--- src/rtl/seven_seg_scan_ctrl.sv ---
// Time-multiplexed scan controller for common-anode seven-segment digits.
// Shadows the display word, commits new words at frame wrap, blanks between slots.
module seven_seg_scan_ctrl #(
  parameter int NUM_DIGITS   = 4,
  parameter int REFRESH_DIV  = 100000,
  parameter int BLANK_CYCLES = 1000
) (
  input  logic                    clk,
  input  logic                    rst,
  input  logic [4*NUM_DIGITS-1:0] value,
  input  logic [NUM_DIGITS-1:0]   dp_in,
  input  logic [NUM_DIGITS-1:0]   digit_en,
  input  logic                    lz_en,
  input  logic                    load_req,
  output logic                    load_ack,
  output logic                    frame_tick,
  output logic [NUM_DIGITS-1:0]   AN,
  output logic [6:0]              CA_to_CG,
  output logic                    DP
);

  localparam int CW = (REFRESH_DIV > 1) ? $clog2(REFRESH_DIV) : 1;
  localparam int IW = $clog2(NUM_DIGITS);
  localparam logic [CW-1:0] CNT_LAST      = CW'(REFRESH_DIV - 1);
  localparam logic [CW-1:0] CNT_BLANK_END = CW'(BLANK_CYCLES - 1);
  localparam logic [IW-1:0] IDX_LAST      = IW'(NUM_DIGITS - 1);

  typedef enum logic {BLANK, DRIVE} state_t;

  state_t                  state, state_nxt;
  logic [CW-1:0]           cnt;
  logic [IW-1:0]           idx;
  logic [4*NUM_DIGITS-1:0] display, pending;
  logic [NUM_DIGITS-1:0]   display_dp, pending_dp;
  logic                    pend_flag;

  logic                    slot_end, wrap, visible;
  logic [3:0]              nib;
  logic [NUM_DIGITS-1:0]   zero_from;
  logic [NUM_DIGITS-1:0]   an_p0;
  logic [6:0]              ca_p0;
  logic                    dp_p0;

  function automatic logic [6:0] seg7(input logic [3:0] n);
    case (n)
      4'h0: seg7 = 7'b0000001;
      4'h1: seg7 = 7'b1001111;
      4'h2: seg7 = 7'b0010010;
      4'h3: seg7 = 7'b0000110;
      4'h4: seg7 = 7'b1001100;
      4'h5: seg7 = 7'b0100100;
      4'h6: seg7 = 7'b0100000;
      4'h7: seg7 = 7'b0001111;
      4'h8: seg7 = 7'b0000000;
      4'h9: seg7 = 7'b0000100;
      4'hA: seg7 = 7'b0001000;
      4'hB: seg7 = 7'b1100000;
      4'hC: seg7 = 7'b0110001;
      4'hD: seg7 = 7'b1000010;
      4'hE: seg7 = 7'b0110000;
      default: seg7 = 7'b0111000;
    endcase
  endfunction

  assign slot_end = (cnt == CNT_LAST);
  assign wrap     = slot_end && (idx == IDX_LAST);

  always_ff @(posedge clk) begin
    if (rst) state <= BLANK;
    else     state <= state_nxt;
  end

  always_comb begin
    state_nxt = state;
    case (state)
      BLANK:   if (cnt == CNT_BLANK_END) state_nxt = DRIVE;
      DRIVE:   if (slot_end)             state_nxt = BLANK;
      default: state_nxt = BLANK;
    endcase
  end

  // zero_from[i] is set when nibbles i..NUM_DIGITS-1 of the committed word are all zero
  always_comb begin
    logic z;
    z = 1'b1;
    zero_from = '0;
    for (int i = NUM_DIGITS - 1; i >= 0; i--) begin
      z = z & (display[4*i +: 4] == 4'h0);
      zero_from[i] = z;
    end
  end

  always_comb begin
    nib     = display[{idx, 2'b00} +: 4];
    visible = digit_en[idx] && !(lz_en && (idx != '0) && zero_from[idx]);
    an_p0   = '1;
    ca_p0   = 7'b1111111;
    dp_p0   = 1'b1;
    if (state == DRIVE && visible) begin
      an_p0[idx] = 1'b0;
      ca_p0      = seg7(nib);
      dp_p0      = ~display_dp[idx];
    end
  end

  // Registered stage: counters, shadow/commit and pin drivers
  always_ff @(posedge clk) begin
    if (rst) begin
      cnt        <= '0;
      idx        <= '0;
      display    <= '0;
      display_dp <= '0;
      pending    <= '0;
      pending_dp <= '0;
      pend_flag  <= 1'b0;
      AN         <= '1;
      CA_to_CG   <= 7'b1111111;
      DP         <= 1'b1;
      load_ack   <= 1'b0;
      frame_tick <= 1'b0;
    end else begin
      if (slot_end) begin
        cnt <= '0;
        idx <= (idx == IDX_LAST) ? '0 : idx + 1'b1;
      end else begin
        cnt <= cnt + 1'b1;
      end
      // A request landing on the wrap edge bypasses pending and commits directly
      if (wrap) begin
        if (load_req) begin
          display    <= value;
          display_dp <= dp_in;
        end else if (pend_flag) begin
          display    <= pending;
          display_dp <= pending_dp;
        end
        pend_flag <= 1'b0;
      end else if (load_req) begin
        pending    <= value;
        pending_dp <= dp_in;
        pend_flag  <= 1'b1;
      end
      load_ack   <= wrap && (load_req || pend_flag);
      frame_tick <= wrap;
      AN         <= an_p0;
      CA_to_CG   <= ca_p0;
      DP         <= dp_p0;
    end
  end

endmodule

--- config.mk ---
export PLATFORM = sky130hd
export DESIGN_NAME = seven_seg_scan_ctrl
export DESIGN_NICKNAME = d
export VERILOG_FILES = /design/src/rtl/seven_seg_scan_ctrl.sv
export SDC_FILE = /design/constraint.sdc
export NUM_CORES = 1
export LEC_CHECK = 0
export CORE_MARGIN = 10
export CORE_UTILIZATION = 56
export DETAILED_ROUTE_END_ITERATION = 10
export GPL_TIMING_DRIVEN = 0
export PLACE_DENSITY_LB_ADDON = 0.25
export SLEW_MARGIN = 40
export SYNTH_ARGS = -nofsm -noshare
export SYNTH_HDL_FRONTEND = slang
export SYNTH_SLANG_ARGS = --single-unit
--- constraint.sdc ---
create_clock -name clk -period 2.82 [get_ports clk]
set_clock_uncertainty 0.15 [all_clocks]
set_input_delay 0.564 -clock clk [delete_from_list [all_inputs] [get_ports clk]]
set_output_delay 0.564 -clock clk [all_outputs]
set_load 0.02 [all_outputs]
Word level (Yosys, flattened, before mapping)
Memories as Yosys holds them, arrays and structs flattened. A register that Yosys moved wholly into a read port is not among the register bits.
Index checks and enable logic that the tools add are counted.
{ "word_totals": {"ff_bits": 68, "romBits": 112, "inputBits": 28, "output_inout_bits": 14, "elab_cells": 65, "n_memories": 1} }
{ "mem_list": {"columns": ["name", "words", "width", "read_ports", "rd_ports_with_merged_regs", "write_ports", "line", "rtl"], "rows": [
  ["(name not given)", 16, 7, 1, 1, 0, "45", "case (n)"]
]} }
{ "classes": {"n_addsub": 2, "n_lt_le_gt_ge": 2, "eq_ne": 3, "shifts": 1, "muxes": 16, "n_bitwise": 8, "n_reduce_logical": 20} }
{ "ops": {"columns": ["operator", "count"], "rows": [
  ["16-bit 2-to-1 mux", 2],
  ["17-bit by 1-bit adder with 17-bit output (second input constant)", 1],
  ["17-bit by 10-bit equality test with 1-bit output (second input constant)", 1],
  ["17-bit equality test (second input constant)", 1],
  ["4-bit logical NOT", 4],
  ["16-bit by 5-bit variable part select with 4-bit output", 1],
  ["4-bit 2-to-1 mux", 2],
  ["1-bit logical AND", 7],
  ["1-bit binary-select mux with 2-bit select", 3],
  ["1-bit 2-to-1 mux", 6],
  ["2-bit OR reduction", 3],
  ["1-bit inverter", 4],
  ["4-bit inverter", 1],
  ["2-bit AND reduction", 2],
  ["2-bit nonzero test", 2],
  ["1-bit AND", 3],
  ["2-bit by 3-bit less-than comparator with 1-bit output (second input constant)", 1],
  ["2-bit by 1-bit adder with 2-bit output (second input constant)", 1],
  ["1-bit demux with 2-bit select", 1],
  ["2-bit equality test (second input constant)", 1],
  ["2-bit by 1-bit greater-or-equal comparator with 1-bit output (second input constant)", 1],
  ["2-bit 2-to-1 mux", 1],
  ["1-bit one-hot mux with 2 select lines", 1],
  ["1-bit logical NOT", 1],
  ["1-bit logical OR", 1]
]} }

Depth between registers and ports, before layout
{ "depth": {"word_depth": 12, "ltp_mapped": 9, "depth_no_buf": 6} }

Least setup slack after synthesis
Ideal clock, no wire load.
{ "synth_timing": {"path_kind": "register -> register", "from": "register idx[0]", "to": "register CA_to_CG[6]", "setup_time_ns": 0.141, "arrival_time_ns": 1.787, "required_ns": 2.529, "slack_ns": 0.742, "stages_incl_launch_ff": 7, "n_path_buf": 1, "synth_period_minus_slack_ns": 2.078, "cell_sequence": "dfxtp_1 > buf_6 > mux4_2 > ha_1 > mux2_2 > a22oi_1 > nand4_1"} }
{ "synth_between": {"elab_chain_len": 8, "elab_cells_between_ends": 13, "cone_classes": "shift: 1; mux: 4; bitwise: 1; reduce/logical: 7"} }
{ "synth_rtl": {"columns": ["item", "line", "rtl"], "rows": [
  ["start, declared", "32", "logic [IW-1:0] idx;"],
  ["start signal, assigned", "124", "idx <= (idx == IDX_LAST) ? '0 : idx + 1'b1;"],
  ["1-bit binary-select mux with 2-bit select or 2-bit nonzero test (tied branches)", "95", "visible = digit_en[idx] && !(lz_en && (idx != '0) && zero_from[idx]);"],
  ["1-bit 2-to-1 mux (not written as such) or 1-bit logical AND (tied branches)", "95", null],
  ["1-bit logical AND", "95", null],
  ["1-bit logical NOT", "95", null],
  ["1-bit logical AND", "95", null],
  ["1-bit logical AND", "99", "if (state == DRIVE && visible) begin"],
  ["1-bit inverter (no source line)", null, null],
  ["2-bit OR reduction (no source line)", null, null],
  ["end, declared", "18", "output logic [6:0] CA_to_CG,"]
]} }
Parallel ways exist; a longest one is shown, timed or not. The select of a mux whose other input is x is not followed.
A chain may end at the register's enable or synchronous reset.

Worst setup path after layout
{ "layout_timing": {"from": "input port rst", "to": "register display[8]"} }
{ "layout_rtl": {"columns": ["item", "line", "rtl"], "rows": [
  ["start, declared", "9", "input logic rst,"],
  ["end signal, assigned", "131", "display <= value;"],
  ["end signal, assigned", "134", "display <= pending;"],
  ["end, declared", "33", "logic [4*NUM_DIGITS-1:0] display, pending;"]
]} }
No word-level cell between the ends.

==> results.py <==
metrics = {
    "floorplanning": {
        "coreArea_sq_mm": 0.006422,
        "rows": 29,
        "dieArea_sq_mm": 0.01032,
        "die_y_microns": 101.6,
        "start_util_pct": 58.08,
        "die_w_microns": 101.6,
        "pin_count": 42,
    },
    "timing": {
        "rsz0062_at_grt": "no",
        "max-slew-margin-rel_pct": 50.56,
        "maxSlewViolCount": 0,
        "setup_tns_ns": 0,
        "final-hold-violation-count": 0,
        "worst_pin_slew_ns": 0.7415,
        "fmax_mhz": 423.7,
        "finalSetupViolCount": 0,
        "finalCriticalPeriod_ns": 2.360,
        "fin_crit_sh_pct": 83.70,
    },
    "layout": {
        "fillers": 515,
        "nets": 475,
        "diodes": 0,
        "synthToLayoutAreaGrowth_pct": 19.79,
        "final_area_sq_mm": 0.004468,
        "drive_above_1_share_pct": 9.977,
    },
    "power": {
        "p_leak_nw": 1.651,
        "power_density_mw_per_mm2": 501.3,
        "max-vdd-ir-drop_mv": 0.3058,
    },
    "logic_synthesis": {
        "synth_top_area_share_pct": 40.25,
        "synth_area_leader_cell": "dfxtp_1",
        "netlist_area_sq_mm": 0.003730,
        "synthTopCellsByArea": "dfxtp_1, mux2i_1, nand2b_1, a311oi_1, ha_1",
        "syn_nets": 424,
        "synth_warnings": 0,
        "postSynth.asyncResetShare_pct": 0,
        "syn-instance-count": 385,
        "synth_cell_types": 44,
        "postSynthAreaPerCell_sq_um": 9.688,
        "synth_flop_cell": "dfxtp_1",
        "ys_ff_latch": 75,
        "ys_seq_area_share_pct": 40.25,
        "synth_edf_count": 0,
    },
    "global_routing": {
        "gr-usage-all-layers_pct": 16.90,
        "grt_pass1_wl_microns": 14340,
        "antenna_found_initial": 0,
        "grt_pass1_vias": 3030,
        "grt-ovfl-total": 0,
        "grt_max_degree": 14,
    },
    "flow_run": {
        "maxCapViolations": 0,
    },
    "min_path": {
        "hold_depth": 2,
        "hold_path_class": "reg2reg",
    },
    "critical_path": {
        "path_max_fanout": 10,
        "critical_path_depth": 5,
        "cp_slowest_stage_delay_ns": 0.57,
        "cp.arrival_ns": 2.42,
        "reg2reg_slack_ns": 0.55,
        "cpMaxStageDelayCell": "clkdlybuf4s50_1",
        "r2r_cells": 9,
        "cp_common_cell": "clkbuf_1",
        "critPathTopFamily": "buffers and inverters",
        "crit_type": "in2reg",
        "endpoint_kind": "flop",
        "crit_buf_inv": 4,
        "crit_chain": "clkdlybuf4s50_1 -> clkbuf_1 -> clkbuf_1 -> clkbuf_1 -> a311oi_1",
        "required_ns": 2.88,
        "start_kind": "input pin",
    },
    "detailed_routing": {
        "drc": 0,
        "wire_per_inst_microns": 16.48,
        "wirelength_microns": 8535,
        "drt_iter0_markers": 247,
        "ant_nets": 0,
        "route.vias.total": 3094,
        "first_pass_iters": 5,
        "vias_per_cell": 5.973,
    },
    "placement": {
        "port_buffers": 40,
        "placed_cell_area_sq_mm": 0.004227,
        "place_congestion": 0.9209,
        "dp_hpwl_microns": 6261,
    },
    "cts": {
        "cts-root-buf": "clkbuf_8",
        "cts_hold_buf": 0,
        "postCtsSetupRepairBufs": 0,
        "clock_path_buffers": 2,
        "clkSinkCount": 75,
        "worstSkewPairLatency_ns": 0.35,
        "cts_resized": 0,
        "cts_tree": "done",
        "cts_made_buffers": 9,
        "clk_pin_slew_ns": 0.08,
        "htree_levels": 3,
    },
    "outcome": {
        "status": "finished, final reports clean",
    },
}
[synth_stat cells (2+ instances only)]
| master | instances |
|---|---|
| nand2b_1 | 41 |
| nor2_1 | 19 |
| nor4_1 | 7 |
| nand4_1 | 11 |
| mux2i_1 | 41 |
| or3_1 | 4 |
| inv_1 | 8 |
| buf_2 | 12 |
| nor3_1 | 3 |
| xnor2_1 | 7 |
| o21ai_0 | 10 |
| a21oi_1 | 8 |
| mux4_2 | 5 |
| dfxtp_1 | 75 |
| nor2b_1 | 2 |
| ha_1 | 11 |
| buf_4 | 2 |
| and3_1 | 5 |
| buf_6 | 2 |
| a22oi_1 | 3 |
| nand3_1 | 15 |
| nand2_1 | 9 |
| mux2_4 | 2 |
| clkbuf_1 | 18 |
| xor2_1 | 5 |
| mux2_2 | 3 |
| a311oi_1 | 20 |
| a31oi_1 | 21 |
[kinds of logic after synthesis]
family,count (synthesis),share of synthesized area [%]
mux,52,16.44
buf+inv,43,5.367
xor+xnor,12,2.818
fa+ha+maj,11,3.690
flops,75,40.25
simple gates,125,19.12
compound gates,67,12.31
[worst reg2reg max path, stage by stage (launching register included)]
cell,delay [ns]
dfxtp_1,0.38
ha_1,0.21
and3_1,0.16
clkbuf_1,0.26
and2_1,0.17
buf_2,0.18
a21o_1,0.12
buf_2,0.19
buf_2,0.25
nor2_1,0.07
[area by class of cell]
cell class | instances | area [sq um] | area share, %
Multi-Input combinational cell | 267 | 2028 | 45.39
Inverter | 8 | 30.03 | 0.6721
Buffer | 35 | 170.2 | 3.808
Sequential cell | 75 | 1501 | 33.60
Clock buffer | 10 | 127.6 | 2.856
Timing Repair Buffer | 40 | 400.4 | 8.961
Clock inverter | 6 | 113.9 | 2.548
Tap cell | 77 | 96.34 | 2.156
[per-stage QoR]
step	power, W	util [%]	setup slack (ns)	cells	hold WS, ns
floorplan	0.001202	-	0.7421	385	0.2756
global placement	0.001265	65.81	0.1494	502	0.2917
detailed placement	0.001269	65.81	0.1389	502	0.3074
CTS	0.002245	69.57	0.4745	518	0.3263
global route	0.002314	69.57	0.3499	518	0.3465
finish	0.002240	69.57	0.4596	518	0.3272
[flip-flops by register name, summed over array words and instances, names as in the netlist]
| name | cells |
|---|---|
| AN | 4 |
| CA_to_CG | 7 |
| DP | 1 |
| cnt | 17 |
| display | 16 |
| display_dp | 4 |
| frame_tick | 1 |
| idx | 2 |
| load_ack | 1 |
| pend_flag | 1 |
| pending | 16 |
| pending_dp | 4 |
| state | 1 |
[metal layers]
layer / vias to the layer above / track usage, % / share of wire, %
met1: 1442 / 21.35 / 46
met3: 21 / 4.833 / 6.6
met5: - / 0 / 0
met4: 0 / 6.051 / 1.9
li1: 1517 / - / -
met2: 114 / 26.89 / 45
[where the power goes]
part | internal, W | switching (W) | total [W] | leakage (nW)
clock network | 0.000589 | 0.000405 | 0.000994 | 0.113
registers | 0.00108 | 0.0000127 | 0.00109 | 0.609
logic | 0.0000826 | 0.0000699 | 0.000152 | 0.929
[path summary, 6_finish.rpt]
kind              start    endpoint
max reg2reg      cnt[0]     cnt[11]
min          pending[4]  pending[4]
min reg2reg  pending[4]  pending[4]
max                 rst  display[8]
[placed cells by master (no fill, tap or decap), types with 2 or more instances in the layout]
cell,count
mux2_4,2
xnor2_1,7
a311oi_1,20
buf_6,2
nor3_1,3
a21oi_1,8
clkbuf_8,9
mux2i_1,41
mux2_2,3
buf_2,12
buf_4,2
nand2b_1,41
nor2b_1,2
nor2_1,19
inv_1,8
xor2_1,5
nand2_1,9
o21ai_0,10
nand4_1,11
a31oi_1,21
and3_1,5
ha_1,11
nor4_1,7
dfxtp_1,75
or3_1,4
clkbuf_1,19
clkinvlp_4,2
bufinv_16,3
mux4_2,5
clkdlybuf4s50_1,40
a22oi_1,3
nand3_1,15
Power figures use the tool's default switching activity.
